File: src/rtl/cmp_pkg.sv
// Shared definitions for the sort controller: comparator result codes and FSM state encoding.
package cmp_pkg;

    localparam logic [2:0] CMP_GT = 3'b100;
    localparam logic [2:0] CMP_EQ = 3'b010;
    localparam logic [2:0] CMP_LT = 3'b001;

    typedef enum logic [1:0] {
        LOAD  = 2'd0,
        SORT  = 2'd1,
        DRAIN = 2'd2
    } state_t;

endpackage

File: src/rtl/cmp_sort_ctrl_comparator.sv
// N-bit unsigned magnitude comparator producing the one-hot code {gt, eq, lt}.
module N_bit_comparator
    import cmp_pkg::*;
#(
    parameter int N = 4
) (
    input  logic [N-1:0] x,
    input  logic [N-1:0] y,
    output logic [2:0]   result
);

    always_comb begin
        if (x > y) begin
            result = CMP_GT;
        end else if (x == y) begin
            result = CMP_EQ;
        end else begin
            result = CMP_LT;
        end
    end

endmodule

File: src/rtl/cmp_sort_ctrl.sv
// Load / bubble-sort / drain controller sharing a single comparator across all compare steps.
// Optional macro CMP_SORT_EARLY_EXIT_EN ends the sort after the first pass that makes no swap.
module cmp_sort_ctrl
    import cmp_pkg::*;
#(
    parameter int N     = 4,
    parameter int DEPTH = 4
) (
    input  logic         clk,
    input  logic         rst_n,
    input  logic         in_valid,
    output logic         in_ready,
    input  logic [N-1:0] in_data,
    output logic         out_valid,
    input  logic         out_ready,
    output logic [N-1:0] out_data,
    output logic         busy,
    output logic         sort_done
);

    localparam int CW = $clog2(DEPTH + 1);
    localparam int IW = $clog2(DEPTH);
    localparam logic [CW-1:0] LAST_IDX = CW'(DEPTH - 1);
    localparam logic [CW-1:0] LAST_P   = CW'(DEPTH - 2);

    state_t state, state_next;

    logic [N-1:0]  mem [DEPTH];
    logic [CW-1:0] wcnt, p, j, rcnt;
    logic [IW-1:0] wi, ji, jn, ri;
    logic [2:0]    cmp_res;
    logic          swap_now;
    logic          pass_end;
    logic          sort_last;

    assign wi = wcnt[IW-1:0];
    assign ji = j[IW-1:0];
    assign jn = ji + 1'b1;
    assign ri = rcnt[IW-1:0];

    N_bit_comparator #(.N(N)) u_cmp (
        .x      (mem[ji]),
        .y      (mem[jn]),
        .result (cmp_res)
    );

    // Only a strict greater-than swaps, so equal words keep their order and 111 is ignored.
    assign swap_now = (state == SORT) && (cmp_res == CMP_GT);
    assign pass_end = (j == LAST_P - p);

`ifdef CMP_SORT_EARLY_EXIT_EN
    logic swapped;

    always_ff @(posedge clk or negedge rst_n) begin
        if (!rst_n) begin
            swapped <= 1'b0;
        end else if (state != SORT || pass_end) begin
            swapped <= 1'b0;
        end else if (swap_now) begin
            swapped <= 1'b1;
        end
    end

    assign sort_last = (state == SORT) && pass_end && ((p == LAST_P) || !(swapped || swap_now));
`else
    assign sort_last = (state == SORT) && pass_end && (p == LAST_P);
`endif

    always_ff @(posedge clk or negedge rst_n) begin
        if (!rst_n) begin
            state <= LOAD;
        end else begin
            state <= state_next;
        end
    end

    always_comb begin
        state_next = state;
        case (state)
            LOAD:    if (in_valid && wcnt == LAST_IDX) state_next = SORT;
            SORT:    if (sort_last) state_next = DRAIN;
            DRAIN:   if (out_ready && rcnt == LAST_IDX) state_next = LOAD;
            default: state_next = LOAD;
        endcase
    end

    // Handshake outputs depend on state and storage only, never on in_valid or out_ready.
    always_comb begin
        in_ready  = 1'b0;
        out_valid = 1'b0;
        out_data  = '0;
        busy      = 1'b0;
        sort_done = 1'b0;
        case (state)
            LOAD:  in_ready = 1'b1;
            SORT: begin
                busy      = 1'b1;
                sort_done = sort_last;
            end
            DRAIN: begin
                out_valid = 1'b1;
                out_data  = mem[ri];
            end
            default: ;
        endcase
    end

    always_ff @(posedge clk or negedge rst_n) begin
        if (!rst_n) begin
            for (int i = 0; i < DEPTH; i++) begin
                mem[i] <= '0;
            end
            wcnt <= '0;
            p    <= '0;
            j    <= '0;
            rcnt <= '0;
        end else begin
            case (state)
                LOAD: begin
                    p    <= '0;
                    j    <= '0;
                    rcnt <= '0;
                    if (in_valid) begin
                        mem[wi] <= in_data;
                        wcnt    <= (wcnt == LAST_IDX) ? '0 : wcnt + 1'b1;
                    end
                end
                SORT: begin
                    if (swap_now) begin
                        mem[ji] <= mem[jn];
                        mem[jn] <= mem[ji];
                    end
                    if (sort_last) begin
                        j <= '0;
                        p <= '0;
                    end else if (pass_end) begin
                        j <= '0;
                        p <= p + 1'b1;
                    end else begin
                        j <= j + 1'b1;
                    end
                end
                DRAIN: begin
                    if (out_ready) begin
                        rcnt <= (rcnt == LAST_IDX) ? '0 : rcnt + 1'b1;
                    end
                end
                default: ;
            endcase
        end
    end

endmodule

File: config.mk
export PLATFORM = sky130hd
export DESIGN_NAME = cmp_sort_ctrl
export DESIGN_NICKNAME = d
export VERILOG_FILES = /design/src/rtl/cmp_pkg.sv /design/src/rtl/cmp_sort_ctrl_comparator.sv /design/src/rtl/cmp_sort_ctrl.sv
export SDC_FILE = /design/constraint.sdc
export NUM_CORES = 1
export LEC_CHECK = 0
export CORE_MARGIN = 4
export CORE_UTILIZATION = 58
export DETAILED_ROUTE_END_ITERATION = 6
export PLACE_DENSITY = 0.86
export SYNTH_ARGS = -nofsm -noshare
export SYNTH_HDL_FRONTEND = slang
export SYNTH_SLANG_ARGS = --single-unit
File: constraint.sdc
create_clock -name clk -period 6.4 [get_ports clk]
set_input_delay 1.28 -clock clk [delete_from_list [all_inputs] [get_ports clk]]
set_output_delay 1.28 -clock clk [all_outputs]
set_load 0.01 [all_outputs]
==> flow_metrics.py <==
metrics = {
    "clock_network": {
        "cts_tree": "built",
        "clock_latency_ps": 280,
        "worst_setup_hold_path_clk_slew_ps": 50,
        "cts-buffers-inserted": 5,
        "clk_path_buf_depth": 2,
        "ctsHoldBuffers": 0,
        "cts_max_level": 2,
        "cts.sinks": 30,
        "post_cts_buffers": 0,
        "cts-root-buf": "clkbuf_8",
        "cts_resized": 0,
    },
    "critical_path": {
        "critPathCaptureType": "output port",
        "crit_fanout": 5,
        "startpoint_type": "flip-flop",
        "required_ps": 5120,
        "critPathArrivalTime_ps": 2390,
        "worst-setup-path-type": "reg -> out",
    },
    "status": {
        "status": "completed",
    },
    "timing": {
        "final.period_utilization": 0.574,
        "slew_violations": 0,
        "skew_ps": 4.92,
        "relSlewSlack": 0.586,
        "worst_pin_slew_ps": 621,
        "fmax_ghz": 0.272,
        "rsz0062_at_grt": "false",
        "finalSetupTns_ps": 0,
        "timing_hold_violations_final": 0,
        "period_needed_ps": 3670,
        "finalSetupViolCount": 0,
    },
    "synth": {
        "syn-num-nets": 276,
        "synth_seq_cells": 30,
        "yosysWarnings": 0,
        "postSynthCellCount": 253,
        "synth_edf_count": 0,
        "avgSynthCellArea_um2": 9.60,
        "yosysUniqueCellTypes": 38,
        "synth_ff_type": "dfrtp_1",
        "synth_top_area_share": 0.309,
        "seq_area_frac_synth": 0.309,
        "synth_area_um2": 2430,
        "yosysTopAreaCell": "dfrtp_1",
        "async_flop_share": 1.00,
        "synth_area_leaders": "dfrtp_1, ha_1, mux4_2",
        "yosysMostFrequentCell": "nand3_1",
        "synth_common_cells": "nand3_1, dfrtp_1, nand2_1",
    },
    "routing": {
        "vias_per_cell": 6.54,
        "vias": 2072,
        "drt_iter0_markers": 279,
        "wl_per_cell_um": 19.0,
        "routed_wl_um": 6040,
        "postRouteAntennaNets": 0,
        "dr.pass1.iters": 7,
        "drc_errors": 0,
    },
    "finish": {
        "drive_above_1_share": 0.131,
        "diodes": 0,
        "synthToLayoutAreaGrowth_pct": 10.4,
        "stdcell_count": 317,
        "fin_nets": 290,
    },
    "floorplanning": {
        "io-pin-count": 16,
        "die_w_um": 72.7,
        "core_area_um2": 4030,
        "initial_core_util": 0.603,
        "rows": 23,
        "die_h_um": 72.7,
        "die_area_um2": 5290,
    },
    "global_route": {
        "grt.overflow.total": 0,
        "grt_pass1_vias": 2040,
        "grt_usage": 0.242,
        "grt_max_degree": 31,
        "grt_pass1_wl_um": 9820,
        "antenna_found_initial": 0,
    },
    "place": {
        "place.detailed.hpwl_um": 4580,
        "gp_congestion": 0.884,
        "port_buffers": 15,
        "place_inst": 310,
    },
    "power_and_ir_drop": {
        "power.leakage_nw": 1.20,
        "powerDensity_nw_per_um2": 419,
        "peakVddDrop_mv": 0.278,
    },
    "job": {
        "cap_violations": 0,
    },
    "min_path": {
        "hold_class": "reg -> reg",
    },
}
[kinds of logic after synthesis]
kind of cell / synth area share
adder cells (fa/ha/maj): 0.0772
multiplexers: 0.232
AND/OR/NAND/NOR: 0.183
XOR/XNOR: 0.0108
flip-flops: 0.309
AO/OA/AOI/OAI: 0.142
buffers and inverters: 0.0463
[stage by stage]
step                       util  setup WS (ps)  hold WS, ps  cell area (µm²)  power [mW]
after CTS                 0.666           2720          497             2680        1.12
after detailed placement  0.647           2840          488             2610       0.975
after floorplan               -           3450          471             2430       0.819
final                     0.666           2730          494             2680        1.12
after global placement    0.647           2990          478             2610       0.948
after global routing      0.666           2540          525             2680        1.21
[flip-flops by register name, indices dropped and copies added, names as in the netlist]
name / count
state: 2
j: 3
mem: 16
p: 3
wcnt: 3
rcnt: 3
[worst max-delay path, stage by stage, from the launching register on]
cell,delay [ps]
dfrtp_1,390
inv_1,80
ha_1,330
xor2_1,170
nor2_1,310
nand3_1,180
nor2_1,120
clkdlybuf4s50_1,540
[layout by cell type, fill, tap and decap left out, drive strengths merged]
cell	n
nand2	28
nor2b	7
mux4	8
a32o	1
nand4b	1
inv	16
and3b	1
xor2	3
and2	2
o22ai	3
and3	5
nand3	31
clkdlybuf4s50	15
nor2	7
dfrtp	30
nor3	5
a22oi	15
a41oi	1
o21ai	10
ha	15
mux2	28
a21boi	1
mux2i	3
a31oi	3
buf	2
nor3b	2
a21o	2
clkbuf	7
a32oi	1
nand2b	2
a22o	2
a21oi	10
[report_power, final]
group / internal (mW) / leakage, nW / switching (mW)
combinational: 0.287 / 0.754 / 0.371
sequential: 0.240 / 0.404 / 0.0868
clock: 0.0746 / 0.0383 / 0.0639
total: 0.601 / 1.20 / 0.521
[final timing paths]
path	endpoint	cells after the start	start	slack, ps
setup / recovery	sort_done	7	p[0]$_DFFE_PN0P_	2730
hold reg to reg	wcnt[2]$_DFFE_PN0P_	2	wcnt[2]$_DFFE_PN0P_	490
max in group asynchronous	j[0]$_DFFE_PN0P_	2	rst_n	4730
setup reg to reg	mem[10]$_DFFE_PN0P_	10	j[0]$_DFFE_PN0P_	2810
hold / removal	wcnt[2]$_DFFE_PN0P_	2	wcnt[2]$_DFFE_PN0P_	490
min in group asynchronous	mem[3]$_DFFE_PN0P_	2	rst_n	1390
[cell type report]
type                    instances  area, µm²
flip-flops and latches         30        751
well taps                      50       62.6
repair buffers                 17        165
clock buffers                   7       76.3
multi-input cells             197       1570
inverters                      16       60.1
fillers                       327       1350
[routing by layer]
| layer | global-route usage | routed length (µm) |
|---|---|---|
| met1 | 0.303 | 2420 |
| met2 | 0.405 | 2990 |
| met3 | 0.0537 | 401 |
| met4 | 0.0943 | 224 |
| met5 | 0 | 0 |
Note: power is estimated with default switching activity, not from simulation.
==> variant: new RTL, config.mk and constraints unchanged <==
The option `CMP_SORT_EARLY_EXIT_EN` is turned on by a define.
--- a/src/rtl/cmp_sort_ctrl.sv
+++ b/src/rtl/cmp_sort_ctrl.sv
@@ -2,2 +2,4 @@
 // Optional macro CMP_SORT_EARLY_EXIT_EN ends the sort after the first pass that makes no swap.
+`define CMP_SORT_EARLY_EXIT_EN
+
 module cmp_sort_ctrl
Function: changed (Yosys sat finds a counterexample within 10 cycles, from zero or initial values and one cycle with rst_n low).
==> variant against the original RTL <==
Final area rose by 3.3%. Routed wire length increased by 5.4%. Total power grew 42%. Setup slack got worse by 2100 ps. Area after synthesis is 3.5% higher. Sequential cell count up 1. Register-to-register slack got worse by 560 ps. Cell count is 0.63% lower. Critical path type unchanged. Largest cell class unchanged.
==> variant: results (changes against the original RTL) <==
placement:
  dp.cells: 307  # -0.97%
  hpwl_um: 4650  # +1.5%
  place_congestion: 0.918  # +3.8%
logic_synthesis:
  synth_cell_types: 46  # +21%
  ys_seq_area_share_pct: 30.9  # -0.035 points
  syn_nets: 280  # +1.4%
  synthTopCellsByCount: "31 x dfrtp_1, 22 x mux2i_1, 22 x nand2_1, 22 x o21ai_0, 16 x inv_1"
  postSynthCellCount: 257  # +1.6%
  yosys-top-cells-area: "dfrtp_1 31%, mux2i_1 8.8%, ha_1 7.5%"
critical_path:
  slowest_stage: "dfrtp_1"
  critPathArrivalTime_ps: 4500  # +2110 ps
  critPathMaxFanout: 16  # +11
  cpPeakStageDelay_ps: 740  # +200 ps
routing:
  drtIter0Drc: 193  # -31%
  dr.pass1.iters: 4  # -3
  vias_per_cell: 6.82  # +4.3%
  post_drt_wl_per_cell_um: 20.2  # +6.0%
  routed_wl_um: 6360  # +5.4%
clocking:
  clk_latency_ps: 290
  post_cts_buffers: 0  # unchanged
  clkTransAtPathRegs_ps: 70  # +20 ps
  cts_made_buffers: 5  # unchanged
power_and_ir_drop:
  cellLeakagePower_nw: 1.18  # -0.91%
  ir_drop_mv: 0.296  # +6.6%
finish:
  fillers: 344  # +5.2%
  nets: 287  # -1.0%
global_routing:
  grt_pass1_vias: 2100  # +2.9%
  grt_max_degree: 32  # +3.2%
  grt_pass1_wl_um: 10400  # +6.2%
  grt_usage_pct: 25.5  # +1.4 points
status:
  status: "completed"
sta:
  tightest_slew_ps: 1010  # +387 ps
  finClkSkew_ps: 7.36  # +2.44 ps
variant: changes by cell type after synthesis, sizes merged, moves of 4 or more:
cell	unedited run	this run
nand3	31	7
mux2i	3	22
a22oi	15	1
mux2	28	14
o21ai	10	22
clkbuf	3	11
o22ai	3	10
nand2	28	22
a21oi	10	5
a32oi	1	6
nor3	5	0
nand2b	2	6
o211ai	0	4
variant: kinds of logic (layout without fill, tap and decap cells):
kind of cell    count (synthesis)  in the layout  share of synthesized area, %
simple gates                   65             65                          14.0
buf+inv                        34             42                          5.57
xor+xnor                        4              4                          1.39
mux                            44             44                          22.2
compound gates                 64             64                          18.5
fa+ha+maj                      15             15                          7.47
flops                          31             31                          30.9
variant: layer usage:
| layer | vias to the layer above | GRT usage (%) | share of wire [%] |
|---|---|---|---|
| met3 | 28 | 5.34 | 7.1 |
| met1 | 1056 | 33.6 | 42 |
| met2 | 94 | 39.6 | 47 |
| met5 | - | 0 | 0 |
| li1 | 970 | - | - |
| met4 | 0 | 12.9 | 4.4 |
variant: cell type report:
type / count / area [µm²] / area share [%]
multi-input combinational: 192 / 1600 / 57.7
sequential: 31 / 776 / 28.0
timing repair buffer: 17 / 165 / 5.96
clock buffer: 7 / 96.3 / 3.48
inverter: 17 / 63.8 / 2.30
tap: 50 / 62.6 / 2.26
clock inverter: 1 / 7.51 / 0.271
variant: through the flow:
step | setup slack [ps] | hold slack (ps) | cell area [µm²]
2_1_floorplan | 2050 | 481 | 2510
3_3_place_gp | 1110 | 517 | 2670
3_5_place_dp | 1000 | 521 | 2670
4_1_cts | 659 | 541 | 2770
5_1_grt | 326 | 562 | 2770
6_report | 623 | 543 | 2770
variant: path summary, 6_finish.rpt:
path / start / endpoint / slack, ps / depth (start not counted)
max in group asynchronous: rst_n / mem[5] / 4720 / 2
setup reg to reg: j[0] / mem[1] / 2250 / 11
setup / recovery: j[0] / sort_done / 620 / 12
hold reg to reg: rcnt[2] / rcnt[2] / 540 / 1
min in group asynchronous: rst_n / mem[14] / 1370 / 2
hold / removal: rcnt[2] / rcnt[2] / 540 / 1
variant: power groups by stage:
stage / sequential [mW] / clock, mW / combinational (mW)
floorplan: 0.312 / 0 / 0.840
global placement: 0.376 / 0 / 0.994
detailed placement: 0.379 / 0 / 1.02
CTS: 0.375 / 0.180 / 1.03
global route: 0.391 / 0.187 / 1.14
finish: 0.378 / 0.178 / 1.04
